**src/rtl/dot_product_sequencer.sv**
```systemverilog
// dot_product_sequencer: feeds signed 8x8 operand pairs to an external
// shift-add multiplier, accumulates LENGTH sign-extended products and
// emits the dot product with a one-cycle ResultValid strobe.
module dot_product_sequencer #(
    parameter int unsigned LENGTH    = 4,
    parameter int unsigned ACC_WIDTH = 20
) (
    input  logic                 Clock,
    input  logic                 Reset,
    input  logic                 InValid,
    output logic                 InReady,
    input  logic [7:0]           InA,
    input  logic [7:0]           InB,
    output logic                 MulStart,
    output logic [7:0]           MulA,
    output logic [7:0]           MulB,
    input  logic [15:0]          MulProduct,
    input  logic                 MulDone,
    output logic [ACC_WIDTH-1:0] Result,
    output logic                 ResultValid,
    output logic                 Busy,
    output logic [3:0]           Count
);

    typedef enum logic [1:0] {
        IDLE,
        ISSUE,
        WAIT,
        FINISH
    } state_t;

    localparam logic [3:0] LEN4 = 4'(LENGTH);

    state_t                 state_q, state_d;
    logic [7:0]             mul_a_q, mul_a_d;
    logic [7:0]             mul_b_q, mul_b_d;
    logic [ACC_WIDTH-1:0]   acc_q, acc_d;
    logic [3:0]             count_q, count_d;
    logic [ACC_WIDTH-1:0]   result_q, result_d;
    logic                   mul_done_q;
    logic                   done_rise;
    logic [ACC_WIDTH-1:0]   prod_ext;

    // Only a fresh rising edge of Done counts, so a level-style Done left
    // high from the previous multiply cannot complete the next one early.
    assign done_rise = MulDone & ~mul_done_q;
    assign prod_ext  = ACC_WIDTH'(signed'(MulProduct));

    // Next-state, datapath updates and handshake outputs.
    always_comb begin
        state_d     = state_q;
        mul_a_d     = mul_a_q;
        mul_b_d     = mul_b_q;
        acc_d       = acc_q;
        count_d     = count_q;
        result_d    = result_q;
        InReady     = 1'b0;
        MulStart    = 1'b0;
        ResultValid = 1'b0;
        case (state_q)
            IDLE: begin
                InReady = ~Reset;
                if (InValid) begin
                    mul_a_d = InA;
                    mul_b_d = InB;
                    state_d = ISSUE;
                end
            end
            ISSUE: begin
                MulStart = 1'b1;
                state_d  = WAIT;
            end
            WAIT: begin
                if (done_rise) begin
                    acc_d   = acc_q + prod_ext;
                    count_d = count_q + 4'd1;
                    // Result is loaded on the completion edge so it is
                    // already valid during the FINISH strobe cycle.
                    if (count_d == LEN4) begin
                        result_d = acc_d;
                        state_d  = FINISH;
                    end else begin
                        state_d = IDLE;
                    end
                end
            end
            FINISH: begin
                ResultValid = 1'b1;
                acc_d       = '0;
                count_d     = '0;
                state_d     = IDLE;
            end
            default: state_d = IDLE;
        endcase
    end

    // State and datapath registers with synchronous reset.
    always_ff @(posedge Clock) begin
        if (Reset) begin
            state_q  <= IDLE;
            mul_a_q  <= '0;
            mul_b_q  <= '0;
            acc_q    <= '0;
            count_q  <= '0;
            result_q <= '0;
        end else begin
            state_q  <= state_d;
            mul_a_q  <= mul_a_d;
            mul_b_q  <= mul_b_d;
            acc_q    <= acc_d;
            count_q  <= count_d;
            result_q <= result_d;
        end
    end

    // Registered copy of MulDone, tracked in every state.
    always_ff @(posedge Clock) begin
        if (Reset) begin
            mul_done_q <= 1'b0;
        end else begin
            mul_done_q <= MulDone;
        end
    end

    assign MulA   = mul_a_q;
    assign MulB   = mul_b_q;
    assign Result = result_q;
    assign Count  = count_q;
    assign Busy   = (state_q != IDLE);

endmodule

```
**config.mk**
```make
export PLATFORM = sky130hd
export DESIGN_NAME = dot_product_sequencer
export DESIGN_NICKNAME = d
export VERILOG_FILES = /design/src/rtl/dot_product_sequencer.sv
export SDC_FILE = /design/constraint.sdc
export NUM_CORES = 1
export LEC_CHECK = 0
export BUFFER_PORTS_ARGS = -buffer_cell sky130_fd_sc_hd__buf_2
export CELL_PAD_IN_SITES_DETAIL_PLACEMENT = 2
export CELL_PAD_IN_SITES_GLOBAL_PLACEMENT = 2
export CORE_MARGIN = 2
export CORE_UTILIZATION = 32
export CTS_BUF_LIST = sky130_fd_sc_hd__clkbuf_8
export DETAILED_ROUTE_END_ITERATION = 12
export PLACE_DENSITY = 0.84
export SKIP_CTS_REPAIR_TIMING = 1
export SKIP_LAST_GASP = 1
export SLEW_MARGIN = 20
export SYNTH_ARGS = -nofsm -noshare
export SYNTH_HDL_FRONTEND = slang
export SYNTH_SLANG_ARGS = --single-unit
```
**constraint.sdc**
```tcl
create_clock -name Clock -period 3.64 [get_ports Clock]
set_input_delay 0.728 -clock Clock [delete_from_list [all_inputs] [get_ports Clock]]
set_output_delay 0.728 -clock Clock [all_outputs]
set_load 0.1 [all_outputs]
```
==> summary.md <==
| Metric | Value |
|---|---|
| Outcome | `complete, no violations` |
| Initial antenna violation count | `0` |
| Row count | `37` |
| Slew HR | `27.7%` |
| #FFs+latches synth | `63` |
| GR peak layer | `met2` |
| IO buf count | `between 70 and 80` |
| Commonest non-fill, non-tap cells in the layout | `buf_2, nand2_1, dfxtp_1` |
| Vias | `3,316` |
| Most used DFF post-synth | `dfxtp_1` |
| Met3 usage | `about 3.2%` |
| Count of cell types in the netlist | `59` |
| Final setup margin | `0.758 ns` |
| Crit end category | `flip-flop` |
| Post-synthesis cell count | `between 400 and 500` |
| Fraction of layout cells with a size suffix above 1 | `22.6%` |
| Syn Area/Cell | `about 8.2 um^2` |
| Starting Density | `32.5%` |
| Number of H-tree levels | `3` |
| Crit path launch type | `input port` |
| Vias in the first global route | `3,664` |
| CTS root buf | `clkbuf_8` |
| Slew @ Worst Pin | `around 1.1 ns` |
| Final RePlAce weighted congestion | `0.795` |
| Final hold slack | `~0.45 ns` |
| Clk sinks | `63` |
| Post-synth net total | `around 470` |
| Area Overhead vs Synth | `23.6%` |
| Required @ worst endpoint | `between 3 and 4 ns` |
| Top-area cell type share of the netlist area | `37.9%` |
| Antenna viol nets, final | `0` |
| Via density | `5.33` |
| Die Span Y | `~110 um` |
| Max-slew violations | `0` |
| Diodes inserted | `0` |
| Kind of critical path | `input port to flip-flop` |
| Synthesized area | `between 3000 and 4000 um^2` |
| Post-Place Setup Slack | `approximately 0.44 ns` |
| Die W | `roughly 110 um` |
| Peak supply drop | `0.214 mV` |
| Leakage power | `about 1.8 nW` |
| Core area | `10,200 um^2` |
| Residual DRC | `0` |
| Final core utilization | `40.2%` |
| Arr. time, crit path | `3.20 ns` |
| CTS Buf Count | `9` |
| Later-pin clock latency in the skew report | `0.37 ns` |
| Met1 Track Usage GR | `25.8%` |
| Finished Cell Area | `between 4000 and 5000 um^2` |
| 1st-pass router iterations | `4` |
| Unrepaired setup endpoints after global routing | `no` |
| Post-synth ARST share | `0%` |
| Worst-path clk slew | `0.07 ns` |
| M2 GR Usage | `39.1%` |
| Sequential share of the synthesized area | `37.9%` |
| Io pins | `80` |
| P per Cell Area | `459 nW/um^2` |
| First-pass GRT wire length | `19.1 mm` |
| CTS max path bufs | `2` |
| GRT Resource Usage Total | `21.9%` |
| Fin nets | `539` |
| Routed wire length | `approximately 12 mm` |
| Wirelength per Cell | `around 19 um` |
| Number of flops mapped to enable cells by yosys | `0` |
| Reg-to-reg slack, setup | `0.84 ns` |
| Detailed Place HPWL | `about 8 mm` |
| Fmax | `347 MHz` |
| Setup TNS | `0 ns` |
| Fill cells | `1,182` |
| Worst Skew | `0.00992 ns` |
| Final setup vio count | `0` |
| DR iter-0 viols | `80` |
| YS warnings | `0` |
| Placed instance area | `3840 um^2` |
| Min cycle time layout | `2.88 ns` |
| Final Hold Fails | `0` |
| Top cells by area, synth | `dfxtp_1, nand2_1, ha_1` |
| Worst hold-check path type | `flip-flop to flip-flop` |
| # Max-Cap Violations | `0` |
| Max FO, Critical Path | `4` |
| Synth area leader | `dfxtp_1` |
| Die ar. | `11,200 um^2` |
| Most common cell after layout, fill and taps aside | `buf_2` |
| Fin crit share | `79.2%` |
| Pin count of the biggest net entering global routing | `30` |
| CTS tree | `yes` |
| Gr ovfl total | `0` |
[per-stage QoR]
stage                     cells  power (mW)
after floorplan             407       0.971
after global placement      606        1.04
after detailed placement    606        1.05
after CTS                   622        1.90
after global routing        622        1.96
final                       622        1.89
[layer usage]
metal	part of all wire, %	vias up	routed length [um]
met5	0	-	0
met4	2.5	0	296
met3	3.1	21	366
met2	52	73	6060
met1	43	1641	5040
li1	-	1581	-
[flip-flops by register name (all words and copies together), names as in the netlist]
register	cells
MulA	8
acc_q	20
MulB	8
Count	4
Result	20
state_q	2
mul_done_q	1
[where the power goes]
part / leakage (nW) / switching, mW / internal (mW) / total [mW]
combinational: 1.19 / 0.233 / 0.0779 / 0.311
clock: 0.130 / 0.326 / 0.526 / 0.853
sequential: 0.511 / 0.0147 / 0.710 / 0.724
total: 1.83 / 0.574 / 1.31 / 1.89
[synthesized netlist by cell type (all sizes together), types with 6 or more instances]
cell type / count
nand2: 75
dfxtp: 63
a21oi: 50
nor2: 30
ha: 21
o21ai: 18
clkbuf: 13
xnor2: 13
inv: 11
nand3: 10
a22oi: 8
buf: 8
a21o: 7
a22o: 6
[path summary, 6_finish.rpt]
kind	startpoint	endpoint	cells past startpoint
setup / recovery	MulProduct[0]	Result[18]	11
hold / removal	Result[11]	Result[11]	2
setup reg to reg	acc_q[0]	Result[18]	10
hold reg to reg	Result[11]	Result[11]	2
[final cells by class]
type	count	area, um^2	share of cell area, %
sequential	63	1260	30.7
clock inverter	7	145	3.53
clock buffer	9	124	3.01
multi-input combinational	312	1940	47.1
timing repair buffer	84	433	10.5
inverter	11	41.3	1.00
tap	136	170	4.14
[critical path: stages]
cell	delay, ns
buf_2	0.08
ha_1	0.18
inv_1	0.06
fa_1	0.41
and2b_1	0.27
o2111ai_1	0.18
a21oi_1	0.32
o21ai_2	0.16
o31ai_2	0.35
nor4b_1	0.29
a311o_1	0.16
[cell families (layout without fill, tap and decap cells)]
group | count (synthesis) | in the layout | share of synthesized area, %
buf+inv | 32 | 111 | 3.87
flops | 63 | 63 | 37.9
fa+ha+maj | 22 | 22 | 8.50
xor+xnor | 16 | 16 | 4.21
compound gates | 122 | 122 | 24.1
simple gates | 151 | 151 | 21.1
mux | 1 | 1 | 0.301
(Power assumes the default switching activity.)
